[src/rtl/ms_uart_rx_core.sv]
// ms_uart_rx_core -- receive-side serial engine of the MS UART.
// Oversamples RX at OVS ticks per bit, deserialises DATA_W-bit frames LSB
// first, checks start / optional parity / one or two stop bits and issues a
// one-cycle write strobe toward the RX FIFO together with the error flags.
module ms_uart_rx_core #(
    parameter int DATA_W = 8,
    parameter int OVS    = 16
) (
    input  logic              CLK,
    input  logic              RESET,
    input  logic              RX,
    input  logic [15:0]       UBRR,
    input  logic              RX_EN,
    input  logic              PAR_EN,
    input  logic              PAR_ODD,
    input  logic              STOP2,
    input  logic              FIFO_FULL,
    input  logic              CLR_ERR,
    output logic [DATA_W-1:0] RX_DATA,
    output logic              RX_WR,
    output logic              FRAME_ERR,
    output logic              PARITY_ERR,
    output logic              OVERRUN,
    output logic              BUSY
);

    localparam int TC_W  = $clog2(OVS);
    localparam int BIT_W = $clog2(DATA_W);

    // Tick-in-bit value at which the bit centre is sampled.
    localparam logic [TC_W-1:0]  TC_MID   = TC_W'(OVS / 2 - 1);
    localparam logic [BIT_W-1:0] BIT_LAST = BIT_W'(DATA_W - 1);

    typedef enum logic [2:0] {
        S_IDLE,
        S_START,
        S_DATA,
        S_PARITY,
        S_STOP1,
        S_STOP2
    } state_t;

    // Synchronizer and edge-detect flops.
    logic              r_rx_meta;
    logic              r_rx_s;
    logic              r_rx_s_d;

    // Baud tick generator.
    logic [15:0]       r_baud_cnt;
    logic [15:0]       r_ubrr_l;
    logic [TC_W-1:0]   r_tc;

    // Frame state.
    state_t            r_state;
    logic              r_busy;
    logic [DATA_W-1:0] r_shreg;
    logic [BIT_W-1:0]  r_bit_idx;
    logic              r_ferr;
    logic              r_perr;

    // Registered outputs.
    logic [DATA_W-1:0] r_rx_data;
    logic              r_rx_wr;
    logic              r_frame_err;
    logic              r_parity_err;
    logic              r_overrun;

    logic              w_tick;
    logic              w_mid;
    logic              w_start_det;
    logic              w_par_exp;
    logic              w_complete;
    logic              w_ferr_done;

    assign w_tick      = (r_baud_cnt == r_ubrr_l);
    assign w_mid       = w_tick && (r_tc == TC_MID);

    // A falling edge is required, so a held-low line (break) never re-arms
    // the receiver until it has gone high again.
    assign w_start_det = RX_EN && (r_state == S_IDLE) && r_rx_s_d && !r_rx_s;

    // Value the parity bit must carry for the byte now in the shift register.
    assign w_par_exp   = (^r_shreg) ^ PAR_ODD;

    // The frame completes on the mid-sample of its last stop bit.
    assign w_complete  = w_mid && (((r_state == S_STOP1) && !STOP2) ||
                                   (r_state == S_STOP2));

    // Frame error including the stop bit being sampled right now.
    assign w_ferr_done = r_ferr || !r_rx_s;

    // Two-flop synchronizer on the asynchronous RX pin plus one delay flop
    // for falling-edge detection; all idle high so reset looks like a quiet line.
    always_ff @(posedge CLK) begin
        if (RESET) begin
            r_rx_meta <= 1'b1;
            r_rx_s    <= 1'b1;
            r_rx_s_d  <= 1'b1;
        end else begin
            // NOTE: non-blocking assignments make each flop take the previous
            // stage's old value, which is what builds a real shift chain.
            r_rx_meta <= RX;
            r_rx_s    <= r_rx_meta;
            r_rx_s_d  <= r_rx_s;
        end
    end

    // Free-running baud counter and tick-in-bit counter; both are realigned
    // to the start edge so the mid-bit sample lands in the bit centre.
    always_ff @(posedge CLK) begin
        if (RESET) begin
            r_baud_cnt <= '0;
            r_ubrr_l   <= '0;
            r_tc       <= '0;
        end else begin
            // Divisor is frozen for the duration of a frame.
            if (r_state == S_IDLE) begin
                r_ubrr_l <= UBRR;
            end

            if (w_start_det) begin
                r_baud_cnt <= '0;
                r_tc       <= '0;
            end else if (w_tick) begin
                r_baud_cnt <= '0;
                r_tc       <= r_tc + TC_W'(1);
            end else begin
                r_baud_cnt <= r_baud_cnt + 16'd1;
            end
        end
    end

    // Receive FSM with registered completion outputs and sticky overrun.
    always_ff @(posedge CLK) begin
        if (RESET) begin
            r_state      <= S_IDLE;
            r_busy       <= 1'b0;
            r_shreg      <= '0;
            r_bit_idx    <= '0;
            r_ferr       <= 1'b0;
            r_perr       <= 1'b0;
            r_rx_data    <= '0;
            r_rx_wr      <= 1'b0;
            r_frame_err  <= 1'b0;
            r_parity_err <= 1'b0;
            r_overrun    <= 1'b0;
        end else begin
            // Write strobe is a single-cycle pulse unless re-asserted below.
            r_rx_wr <= 1'b0;

            // NOTE: the overrun set further down is a later non-blocking
            // assignment to the same flop, so it wins over this clear.
            if (CLR_ERR) begin
                r_overrun <= 1'b0;
            end

            if (!RX_EN) begin
                // Disabling the receiver abandons any frame in flight.
                r_state <= S_IDLE;
                r_busy  <= 1'b0;
            end else begin
                case (r_state)
                    S_IDLE: begin
                        if (w_start_det) begin
                            r_state   <= S_START;
                            r_busy    <= 1'b1;
                            r_ferr    <= 1'b0;
                            r_perr    <= 1'b0;
                            r_bit_idx <= '0;
                        end
                    end

                    S_START: begin
                        if (w_mid) begin
                            if (r_rx_s) begin
                                // Line back high at the centre: a glitch.
                                r_state <= S_IDLE;
                                r_busy  <= 1'b0;
                            end else begin
                                r_state   <= S_DATA;
                                r_bit_idx <= '0;
                            end
                        end
                    end

                    S_DATA: begin
                        if (w_mid) begin
                            r_shreg <= {r_rx_s, r_shreg[DATA_W-1:1]};
                            if (r_bit_idx == BIT_LAST) begin
                                r_bit_idx <= '0;
                                r_state   <= PAR_EN ? S_PARITY : S_STOP1;
                            end else begin
                                r_bit_idx <= r_bit_idx + BIT_W'(1);
                            end
                        end
                    end

                    S_PARITY: begin
                        if (w_mid) begin
                            if (r_rx_s != w_par_exp) begin
                                r_perr <= 1'b1;
                            end
                            r_state <= S_STOP1;
                        end
                    end

                    S_STOP1: begin
                        if (w_mid) begin
                            if (!r_rx_s) begin
                                r_ferr <= 1'b1;
                            end
                            if (STOP2) begin
                                r_state <= S_STOP2;
                            end else begin
                                r_state <= S_IDLE;
                                r_busy  <= 1'b0;
                            end
                        end
                    end

                    S_STOP2: begin
                        if (w_mid) begin
                            if (!r_rx_s) begin
                                r_ferr <= 1'b1;
                            end
                            r_state <= S_IDLE;
                            r_busy  <= 1'b0;
                        end
                    end

                    default: begin
                        r_state <= S_IDLE;
                        r_busy  <= 1'b0;
                    end
                endcase

                // Publish the frame; errored frames are still delivered.
                if (w_complete) begin
                    r_rx_data    <= r_shreg;
                    r_frame_err  <= w_ferr_done;
                    r_parity_err <= r_perr && PAR_EN;
                    if (FIFO_FULL) begin
                        r_overrun <= 1'b1;
                    end else begin
                        r_rx_wr <= 1'b1;
                    end
                end
            end
        end
    end

    assign RX_DATA    = r_rx_data;
    assign RX_WR      = r_rx_wr;
    assign FRAME_ERR  = r_frame_err;
    assign PARITY_ERR = r_parity_err;
    assign OVERRUN    = r_overrun;
    assign BUSY       = r_busy;

endmodule
[config.mk]
export PLATFORM = sky130hd
export DESIGN_NAME = ms_uart_rx_core
export DESIGN_NICKNAME = d
export VERILOG_FILES = /design/src/rtl/ms_uart_rx_core.sv
export SDC_FILE = /design/constraint.sdc
export NUM_CORES = 1
export LEC_CHECK = 0
export BUFFER_PORTS_ARGS = -buffer_cell sky130_fd_sc_hd__clkbuf_2
export CAP_MARGIN = 20
export CORE_UTILIZATION = 35
export CTS_CLUSTER_DIAMETER = 80
export CTS_CLUSTER_SIZE = 24
export DETAILED_ROUTE_END_ITERATION = 10
export GPL_ROUTABILITY_DRIVEN = 1
export GPL_TIMING_DRIVEN = 0
export PLACE_DENSITY_LB_ADDON = 0.25
export SYNTH_ARGS = -nofsm -noshare
export SYNTH_HDL_FRONTEND = slang
export SYNTH_SLANG_ARGS = --single-unit
[constraint.sdc]
create_clock -name CLK -period 2.02 [get_ports CLK]
set_input_delay 0.101 -clock CLK [delete_from_list [all_inputs] [get_ports CLK]]
set_output_delay 0.101 -clock CLK [all_outputs]
set_load 0.02 [all_outputs]
-- Yosys cells after proc, flatten, opt, wreduce, memory -nomap -nowiden
Cells that the tools add are included.
Widths: inputs -> output; s select.
- bitwise operators: 4
- mux-type cells: 36
- reductions and logical operators: 29
- add/sub/neg operators: 3
- equal/unequal tests: 22
- operator list (cell ; count):
    $mux 3 ; 14
    $ne 2x2->1 const B ; 12
    $pmux 3 s6 ; 1
    $add 16x1->16 const B ; 1
    $eq 16x16->1 ; 1
    $mux 1 ; 16
    $reduce_and 7->1 ; 2
    $reduce_and 5->1 ; 2
    $eq 3x3->1 const B ; 3
    $pmux 3 s3 ; 1
    $reduce_or 2->1 ; 4
    $reduce_xor 8->1 ; 1
    $logic_and 1x1->1 ; 7
    $eq 3x2->1 const B ; 2
    $reduce_and 6->1 ; 1
    $reduce_or 3->1 ; 2
    $pmux 1 s5 ; 1
    $add 4x1->4 const B ; 1
    $eq 4x3->1 const B ; 1
    $pmux 1 s2 ; 2
    $reduce_bool 2->1 ; 2
    $add 3x1->3 const B ; 1
    $eq 3x1->1 const B ; 1
    $logic_not 3->1 ; 1
    other kinds (10) ; 14
- logic and storage cells: 111
- output and inout bits: 13
- flip-flop bits (word level): 68
- input port bits: 25

-- Depth between registers and ports, before layout
- word-level depth: 6
- depth in mapped cells: 8
- mapped depth without buffers: 6

-- Worst setup path before layout
Ideal clock, no wire load.
- path type: register to register
- start: register r_baud_cnt[12]
- end: register r_frame_err (netlist: FRAME_ERR)
- buffers on the path: 2
- stages on the path, launching flop included: 8
- data required time: 1897 ps
- clock period less this slack: 1903 ps
- library setup time: 123 ps
- arrival time: 1779 ps
- setup slack: 117 ps
- cells stage by stage: dfxtp_1 -> xor2_1 -> nor4_1 -> nand4_1 -> buf_2 -> nor3_1 -> buf_4 -> mux2_1
- longest elaborated chain between the ends: 4
- RTL lines (what ; line ; text):
    start, declared ; 49 ; logic [15:0] r_baud_cnt;
    start signal, assigned ; 128 ; r_baud_cnt <= r_baud_cnt + 16'd1;
    $eq 16x16->1 ; 75 ; assign w_tick = (r_baud_cnt == r_ubrr_l);
    $logic_and 1x1->1 ; 76 ; assign w_mid = w_tick && (r_tc == TC_MID);
    $logic_and 1x1->1 ; 86 ; assign w_complete = w_mid && (((r_state == S_STOP1) && !STOP2) ||
    $reduce_and 2->1 (no line) ; - ;
    end signal, assigned ; 240 ; r_frame_err <= w_ferr_done;
    end, declared ; 64 ; logic r_frame_err;
No other way between the ends.
A chain may end at the register's enable or synchronous reset.

-- Worst setup path in the final report
- start: register r_baud_cnt[12]
- end: register r_perr
- longest elaborated chain between the ends: 4
- RTL lines (what ; line ; text):
    $eq 16x16->1 ; 75 ;
    $logic_and 1x1->1 ; 76 ;
    $ne 2x2->1 (no line) ; - ;
    $reduce_and 5->1 (no line) ; - ;
    end signal, assigned ; 141 ; r_perr <= 1'b0;
    end signal, assigned ; 168 ; r_perr <= 1'b0;
    end signal, assigned ; 201 ; r_perr <= 1'b1;
    end, declared ; 59 ; logic r_perr;
No other way between the ends.

==> flow_summary_export.csv <==
group,metric,value,unit
finish,layout_common_cells,"60 x dfxtp_1, 59 x nand2_1, 37 x clkbuf_2, 25 x nor2_1, 24 x nand2b_1",
floorplan,io_pins,38,
synth,yosysSeqAreaShare,0.4408,
floorplan,die_x,95.93,um
synth,synth_top_area_share,0.4408,
synth,ys.flop_type,"dfxtp_1",
power,power_frac_seq,0.468,
synth,syn-num-nets,384,
flow_run,cap_violations,0,
sta,period_minus_slack,1961,ps
worst_setup_path,start_kind,"register",
worst_setup_path,cp.required,2310,ps
sta,setup_ws,58.84,ps
worst_setup_path,cp-startpoint,"r_baud_cnt[12]",
sta,fin_crit_sh,0.9709,
synth,synth_area_leader_cell,"dfxtp_1",
place,gp_congestion,0.8149,
sta,max_freq,509.9,MHz
power,p_int,2.296,mW
floorplan,core,8382,sq um
synth,avgSynthCellArea,8.698,sq um
hold_path,hold_class,"in -> reg",
drt,avgViaCountPerCell,4.724,
synth,synth-async-reset-ratio,0,
floorplan,start_util,0.3684,
power,pwr-share-comb,0.064,
clocking,cts_root_buf,"clkbuf_8",
sta,setup_viol,0,
drt,vias,2532,
place,preCtsSetupSlack,-285.5,ps
finish,nets,455,
power,p_clk_frac,0.467,
power,power.density,746.7,nW/um^2
sta,worst_pin_slew,498.7,ps
floorplan,die-height,95.93,um
drt,drt_iter0_drc,74,
global_routing,grt-ovfl-total,0,
finish,final_cell_count_no_fill,536,
finish,utilization,0.4748,
global_routing,grt_pass1_vias,2494,
worst_setup_path,arrival,2250,ps
clocking,clock_sinks,68,
sta,rsz0062_at_grt,"yes",
place,dp_hpwl,4725,um
status,outcome,"finished clean",
sta,finalHoldViolCount,0,
sta,slew_headroom,0.6675,
place,numPlacedInstances,497,
global_routing,antenna_found_initial,0,
clocking,htree_levels,3,
power,peakVddDrop,0.0003516,V
finish,syn2layout_area_growth,28.89,%
global_routing,grt_max_degree,14,
worst_setup_path,cp_max_fo,6,
worst_setup_path,crit_type,"reg -> reg",
clocking,cts.clk_slew.worst_paths,80,ps
finish,final_common_cell,"dfxtp_1",
synth,synth_edf_count,0,
synth,ys_warn_count,0,
clocking,clk_latency,350,ps
synth,syn-cell-area,3088,sq um
power,p_leak,1.691,nW
synth,synth-seq-cells,68,
drt,drt_pass1_iterations,4,
global_routing,grt.total_usage,0.1666,
power,power,2.972,mW
sta,slew_viol_final,0,
clocking,cts_buffers,9,
sta,whs,17.58,ps
power,power_switching,0.6760,mW
drt,route.detailed.drc,0,
hold_path,hp-start,"CLR_ERR",
worst_setup_path,rr_startpoint,"r_baud_cnt[12]",
place,portBuffers,37,
clocking,clock_path_buffers,2,
clocking,cts_tree,"done",
floorplan,row_count,33,
synth,syn_inst,355,
synth,synthTopCellsByArea,"dfxtp_1 44%, mux2i_1 7.5%, nand2_1 7.2%",
drt,routed_wl,6801,um
synth,yosysUniqueCellTypes,34,
sta,finClkSkew,9.017,ps
power,power.share.switching,0.2275,
drt,wire_per_inst,12.69,um
drt,ant_nets,0,
floorplan,die_area,9203,sq um
finish,diodes,0,
global_routing,grt_first_pass_wirelength,11540,um
worst_setup_path,cp-end-kind,"register",
finish,drive_above_1_share,0.2065,
[final timing paths]
check / endpoint / slack (ps) / depth (start not counted)
worst max-delay path: r_perr / 60 / 6
worst max register to register: r_perr / 60 / 6
worst min-delay path: OVERRUN / 20 / 3
worst min register to register: r_rx_s / 410 / 1
[flip-flops by register name, summed over array words and instances (netlist names)]
| name | count |
|---|---|
| r_baud_cnt | 16 |
| BUSY | 1 |
| r_rx_s_d | 1 |
| RX_WR | 1 |
| r_shreg | 8 |
| r_rx_meta | 1 |
| r_tc | 4 |
| r_ferr | 1 |
| FRAME_ERR | 1 |
| r_ubrr_l | 16 |
| r_rx_s | 1 |
| OVERRUN | 1 |
| r_perr | 1 |
| r_state | 3 |
| r_bit_idx | 3 |
| PARITY_ERR | 1 |
| RX_DATA | 8 |
[cell usage after synthesis, drive strengths merged, types with 3 or more instances]
cell,number
dfxtp,68
nand2,59
nor2,26
a21oi,24
nand2b,24
xor2,24
mux2i,23
xnor2,16
clkbuf,13
nand4,8
nand3,7
nor2b,7
o21ai,7
or3,6
buf,5
inv,5
and3,4
ha,4
nor3,4
nor4,4
nand3b,3
or2,3
[power groups by stage]
stage / registers [mW] / logic, mW / clock network [mW]
after global placement: 1.42 / 0.144 / 0
after global routing: 1.40 / 0.213 / 1.49
after floorplan: 1.42 / 0.0937 / 0
after detailed placement: 1.42 / 0.146 / 0
final: 1.39 / 0.191 / 1.39
after CTS: 1.39 / 0.180 / 1.42
[cell families after synthesis]
family	count (synthesis)	synth area share
AOI/OAI and AO/OA	36	0.06281
and+or+nand+nor	160	0.2577
muxes	24	0.07820
DFF	68	0.4408
xor gates and xnor gates	40	0.1135
adders and majority gates	4	0.01621
buffers and inverters	23	0.03080
[stage by stage]
stage                     setup TNS, ps  cell area (sq um)
after CTS                        -42.25               3910
final                                 0               3980
after global routing             -177.0               3980
after floorplan                       0               3088
after detailed placement          -3592               3405
after global placement            -3108               3405
[cell type report]
| class | count | area [sq um] |
|---|---|---|
| inverter | 5 | 18.77 |
| buffer | 17 | 82.58 |
| multi-input combinational | 264 | 1702 |
| tap | 105 | 131.4 |
| timing repair buffer | 61 | 426.7 |
| clock inverter | 7 | 123.9 |
| clock buffer | 9 | 123.9 |
| sequential | 68 | 1371 |
| fill | 822 | 4402 |
[critical path, stage by stage (launching register included)]
cell and delay [ps]:
dfxtp_2 350, xor2_1 150, nor4_2 360, nand4_1 210, buf_6 180, or4_4 530, o21ai_2 110
[layer usage]
layer	global-route usage	up-vias	wire [um]
li1	-	1329	-
met1	0.2197	1151	3454
met2	0.2643	44	3031
met3	0.03712	8	243
met4	0.06468	0	70
met5	0	-	0
[what timing repair did]
action,CTS,global route
setup endpoints to repair,30,41
endpoints found under the hold margin,19,0
buffers inserted,4,2
gates resized for setup,11,18
pin swaps,2,8
hold buffers,18,0
(Power assumes the default switching activity.)
